## src/rtl/alu_writeback.sv

```systemverilog
// Result-retirement stage for the 19-bit ALU: writes single-word results in one cycle and
// MUL results as low-then-high halves, and maintains Z/N/H flags plus a retired-op counter.
module alu_writeback #(
  parameter int unsigned DATA_W = 19,
  parameter int unsigned REG_AW = 3,
  parameter int unsigned CNT_W  = 16
) (
  input  logic                clk,
  input  logic                rst,
  input  logic                in_valid,
  output logic                in_ready,
  input  logic [4:0]          in_opcode,
  input  logic [2*DATA_W-1:0] in_result,
  input  logic [REG_AW-1:0]   in_rd,
  input  logic [REG_AW-1:0]   in_rd_hi,
  output logic                rf_we,
  output logic [REG_AW-1:0]   rf_waddr,
  output logic [DATA_W-1:0]   rf_wdata,
  output logic                done,
  output logic                flag_z,
  output logic                flag_n,
  output logic                flag_h,
  output logic [CNT_W-1:0]    retired
);

  localparam logic [4:0] OpMul          = 5'b00010;
  localparam logic [4:0] OpFirstInvalid = 5'b01010;

  typedef enum logic [1:0] {StIdle, StWrLo, StWrHi} state_e;

  state_e                state_q, state_d;
  logic [4:0]            op_q;
  logic [2*DATA_W-1:0]   res_q;
  logic [REG_AW-1:0]     rd_q, rd_hi_q;
  logic                  flag_z_q, flag_n_q, flag_h_q;
  logic [CNT_W-1:0]      retired_q;

  logic                  accept;
  logic                  held_mul, held_valid;
  logic                  flags_upd;
  logic                  flag_z_d, flag_n_d, flag_h_d;
  logic [DATA_W-1:0]     res_lo, res_hi;

  assign held_mul   = (op_q == OpMul);
  assign held_valid = (op_q < OpFirstInvalid);
  assign res_lo     = res_q[DATA_W-1:0];
  assign res_hi     = res_q[2*DATA_W-1:DATA_W];
  assign accept     = in_valid && in_ready;

  // While rst is high the stage presents as idle: no ready, no write, no done.
  always_comb begin
    state_d  = state_q;
    in_ready = 1'b0;
    rf_we    = 1'b0;
    rf_waddr = '0;
    rf_wdata = '0;
    done     = 1'b0;
    if (!rst) begin
      unique case (state_q)
        StIdle: begin
          in_ready = 1'b1;
          if (in_valid) state_d = StWrLo;
        end
        StWrLo: begin
          rf_we    = held_valid;
          rf_waddr = rd_q;
          rf_wdata = res_lo;
          if (held_mul) begin
            state_d = StWrHi;
          end else begin
            done     = 1'b1;
            in_ready = 1'b1;
            state_d  = in_valid ? StWrLo : StIdle;
          end
        end
        StWrHi: begin
          rf_we    = 1'b1;
          rf_waddr = rd_hi_q;
          rf_wdata = res_hi;
          done     = 1'b1;
          state_d  = StIdle;
        end
        default: state_d = StIdle;
      endcase
    end
  end

  // Invalid opcodes retire without touching the flags.
  always_comb begin
    flags_upd = done && held_valid;
    if (held_mul) begin
      flag_z_d = (res_q == '0);
      flag_n_d = res_q[2*DATA_W-1];
      flag_h_d = (res_hi != '0);
    end else begin
      flag_z_d = (res_lo == '0);
      flag_n_d = res_lo[DATA_W-1];
      flag_h_d = 1'b0;
    end
  end

  always_ff @(posedge clk) begin
    if (rst) begin
      state_q   <= StIdle;
      op_q      <= '0;
      res_q     <= '0;
      rd_q      <= '0;
      rd_hi_q   <= '0;
      flag_z_q  <= 1'b0;
      flag_n_q  <= 1'b0;
      flag_h_q  <= 1'b0;
      retired_q <= '0;
    end else begin
      state_q <= state_d;
      if (accept) begin
        op_q    <= in_opcode;
        res_q   <= in_result;
        rd_q    <= in_rd;
        rd_hi_q <= in_rd_hi;
      end
      if (flags_upd) begin
        flag_z_q <= flag_z_d;
        flag_n_q <= flag_n_d;
        flag_h_q <= flag_h_d;
      end
      if (done) retired_q <= retired_q + CNT_W'(1);
    end
  end

  assign flag_z  = flag_z_q;
  assign flag_n  = flag_n_q;
  assign flag_h  = flag_h_q;
  assign retired = retired_q;

endmodule

```

## config.mk

```make
export PLATFORM = sky130hd
export DESIGN_NAME = alu_writeback
export DESIGN_NICKNAME = d
export VERILOG_FILES = /design/src/rtl/alu_writeback.sv
export SDC_FILE = /design/constraint.sdc
export NUM_CORES = 1
export LEC_CHECK = 0
export CAP_MARGIN = 10
export CELL_PAD_IN_SITES_DETAIL_PLACEMENT = 2
export CELL_PAD_IN_SITES_GLOBAL_PLACEMENT = 2
export CORE_MARGIN = 1.5
export CORE_UTILIZATION = 29
export CTS_BUF_LIST = sky130_fd_sc_hd__clkbuf_4 sky130_fd_sc_hd__clkbuf_8 sky130_fd_sc_hd__clkbuf_16
export DETAILED_ROUTE_END_ITERATION = 12
export PLACE_DENSITY_LB_ADDON = 0.1
export SLEW_MARGIN = 10
export SYNTH_ARGS = -nofsm -noshare
export SYNTH_HDL_FRONTEND = slang
export SYNTH_SLANG_ARGS = --single-unit
```

## constraint.sdc

```tcl
create_clock -name clk -period 3.3 [get_ports clk]
set_clock_uncertainty 0.2 [all_clocks]
set_input_delay 0.99 -clock clk [delete_from_list [all_inputs] [get_ports clk]]
set_output_delay 0.99 -clock clk [all_outputs]
set_load 0.05 [all_outputs]
```

==> results of run 1 <==
==> final cells by class <==
class | count | area [sq um]
clock buffers | 10 | 232.7
clock inverters | 3 | 15.01
fillers | 1255 | 6257
inverters | 9 | 33.78
multi-input cells | 300 | 1934
flip-flops and latches | 70 | 1401
well taps | 143 | 178.9
repair buffers | 110 | 1365
==> cells in the mapped netlist (all sizes together) (2+ instances only) <==
| cell type | number |
|---|---|
| or3 | 2 |
| o41ai | 2 |
| nand2 | 107 |
| and3 | 2 |
| ha | 4 |
| nand3 | 7 |
| o21a | 3 |
| nor4 | 10 |
| a22oi | 22 |
| a21oi | 15 |
| o31ai | 9 |
| mux2i | 51 |
| dfxtp | 70 |
| or4 | 9 |
| and2 | 3 |
| clkbuf | 22 |
| buf | 12 |
| nand4 | 5 |
| a211o | 2 |
| nand2b | 2 |
| nor2 | 29 |
| o21ai | 3 |
| inv | 9 |
| nor3 | 2 |
==> power by group through the flow <==
stage | Combinational (W) | Sequential (W) | Clock, W
final | 0.000342 | 0.000939 | 0.000850
after global routing | 0.000372 | 0.000945 | 0.000916
after CTS | 0.000349 | 0.000939 | 0.000875
after detailed placement | 0.000324 | 0.000956 | 0
after global placement | 0.000316 | 0.000953 | 0
after floorplan | 0.000180 | 0.000942 | 0
==> metrics by stage <==
step	std cells	power, W	util
6_report	645	0.002132	0.4520
4_1_cts	645	0.002163	0.4520
3_3_place_gp	630	0.001269	0.4162
2_1_floorplan	413	0.001122	-
3_5_place_dp	630	0.001279	0.4162
5_1_grt	645	0.002233	0.4520
==> path summary, 6_finish.rpt <==
kind | start | to | slack (ps) | cells after the start
setup / recovery | rst | done | 120 | 5
hold reg to reg | rd_q[2]$_SDFFE_PP0P_ | rd_q[2]$_SDFFE_PP0P_ | 260 | 2
hold / removal | rd_q[2]$_SDFFE_PP0P_ | rd_q[2]$_SDFFE_PP0P_ | 260 | 2
setup reg to reg | state_q[0]$_SDFFE_PP0P_ | retired[7]$_SDFFE_PP0P_ | 860 | 7
==> cell usage in the layout, fill, tap and decap left out, types with 2 or more instances in the layout <==
cell,n
nand2_1,107
inv_2,2
buf_4,11
a22oi_1,22
o31ai_1,9
or4_1,9
and3_1,2
nor2_1,6
buf_12,27
nor4_1,10
nor2_2,12
clkdlybuf4s50_1,69
nand3_1,7
dfxtp_1,70
a21oi_1,15
o21ai_0,3
or3_1,2
inv_1,7
o21a_1,2
nor3_1,2
o41ai_1,2
clkinv_2,3
nor2_4,11
clkbuf_16,9
ha_1,4
nand4_1,5
and2_1,3
mux2i_1,51
a211o_1,2
==> worst max-delay path, delay by kind of cell <==
kind | cells | cell delay [ps]
simple gates | 1 | 190
buf+inv | 3 | 480
compound gates | 1 | 320
==> layer usage <==
metal / GRT usage / part of all wire
met1: 0.2364 / 0.44
met2: 0.3509 / 0.52
met3: 0.03827 / 0.029
met4: 0.05401 / 0.011
met5: 0 / 0
==> flip-flops by register name, summed over array words and instances, names as in the netlist <==
signal	flops
flag_h	1
res_q	38
flag_n	1
op_q	5
rd_q	3
flag_z	1
rd_hi_q	3
state_q	2
retired	16
==> cell families after synthesis <==
group	after synthesis	share of synthesized area
flops	70	0.4121
buf+inv	43	0.05482
simple gates	182	0.2373
xor+xnor	1	0.002576
mux	52	0.1534
fa+ha+maj	4	0.01472
compound gates	61	0.1251
==> timing repair <==
| action | in CTS | in global routing |
|---|---|---|
| setup buffers | 1 | 0 |
| setup endpoints to repair | 24 | 0 |
| gates resized for setup | 40 | 0 |
==> metrics.cfg, run 1 <==
[synth]
synth.avg_cell_area_sq_um=8.234
synth_cells=413
ys_warn_count=0
synthTopCellsByArea=dfxtp_1 41%, mux2i_1 15%, nand2_1 12%
ys_ff_latch=70
synth_top_flop_cell=dfxtp_1
netlist.area_leader.share=0.4121
synth_cell_types=39
async_flop_share=0
syn-cell-area_sq_um=3401
yosys.area.top_type=dfxtp_1
syn_nets=469
synth_enable_flop_cells=0
synth-seq-area-share=0.4121

[power_and_ir_drop]
p_switching_w=0.0005733
p_sw_frac=0.2689
intPower_w=0.001558
clockPowerShare=0.399
seq_power_share=0.440
p_leak_nw=1.891
ir_worst_vdd_mv=0.2427
p_per_area_nw_per_um2=413.0
combPwrFrac=0.161

[clock_network]
root_buffer=clkbuf_16
clock_path_buffers=2
clock-sinks=70
clkLatencyLatePin_ps=330
clk_pin_slew_ps=50
cts_tree=built
hold_buffers=0
htreeDepth=3
cts_buffers=9

[placement]
io_buffers=95
place_hpwl_um=8319
gp_congestion=0.7212
place_area_sq_um=4752
dp_slack_ps=-92.37

[critical_path]
crit_slowest_cell=a211o_1
path_class=in -> out
worstPathCellList=dlygate4sd2_1, nand2b_4, a211o_1, inv_2, buf_8
endpoint_kind=primary output
worst_ep_required_time_ps=2110
crit_path_start_kind=input port
cpPeakStageDelay_ps=320
cp.arrival_ps=1990
crit_path_max_fanout=3

[timing]
relSlewSlack=0.6442
setup_slack_ps=124.3
rsz0062_at_grt=false
tightest_slew_ps=532.1
fin_hold_ws_ps=259.5
finalCritPeriodShare=0.9623
setup_viol=0
fin_crit_ps=3176
max_freq_mhz=314.9
drv_slew=0
finalHoldViolations=0
final.setup.tns_ps=0

[die]
die_y_um=111.3
io_pins=96
core.rowCount=39
core_area_sq_um=11420
design.die.area_sq_um=12390
initial_core_util=0.2978
die_x_um=111.3

[global_route]
grt_overflow=0
grt_max_degree=36
antenna_found_initial=0
grt_pass1_wl_um=19020
grt_pass1_vias=3619
track_usage=0.1954

[finish]
n_antenna_cell=0
syn2layout_area_growth_pct=51.77
drive_gt1_frac=0.1653
design_area_sq_um=5161
fin_nets=556

[routing]
drt_iter0_markers=104
vias=3356
drtAntennaViolNets=0
drt-wirelength-per-cell_um=18.48
drc=0
wl_um=11920
via_per_inst=5.203
dr.pass1.iters=4

[run]
maxCapViolations=0

[hold_path]
hp-class=reg -> reg

[outcome]
status=complete, no violations

(Power assumes the default switching activity.)
==> run 2, diff against run 1 <==
Settings changed: CAP_MARGIN 10 to 20.
==> results of run 2 <==
Same layout as run 1: the final DEF is identical, and so are final timing and power.
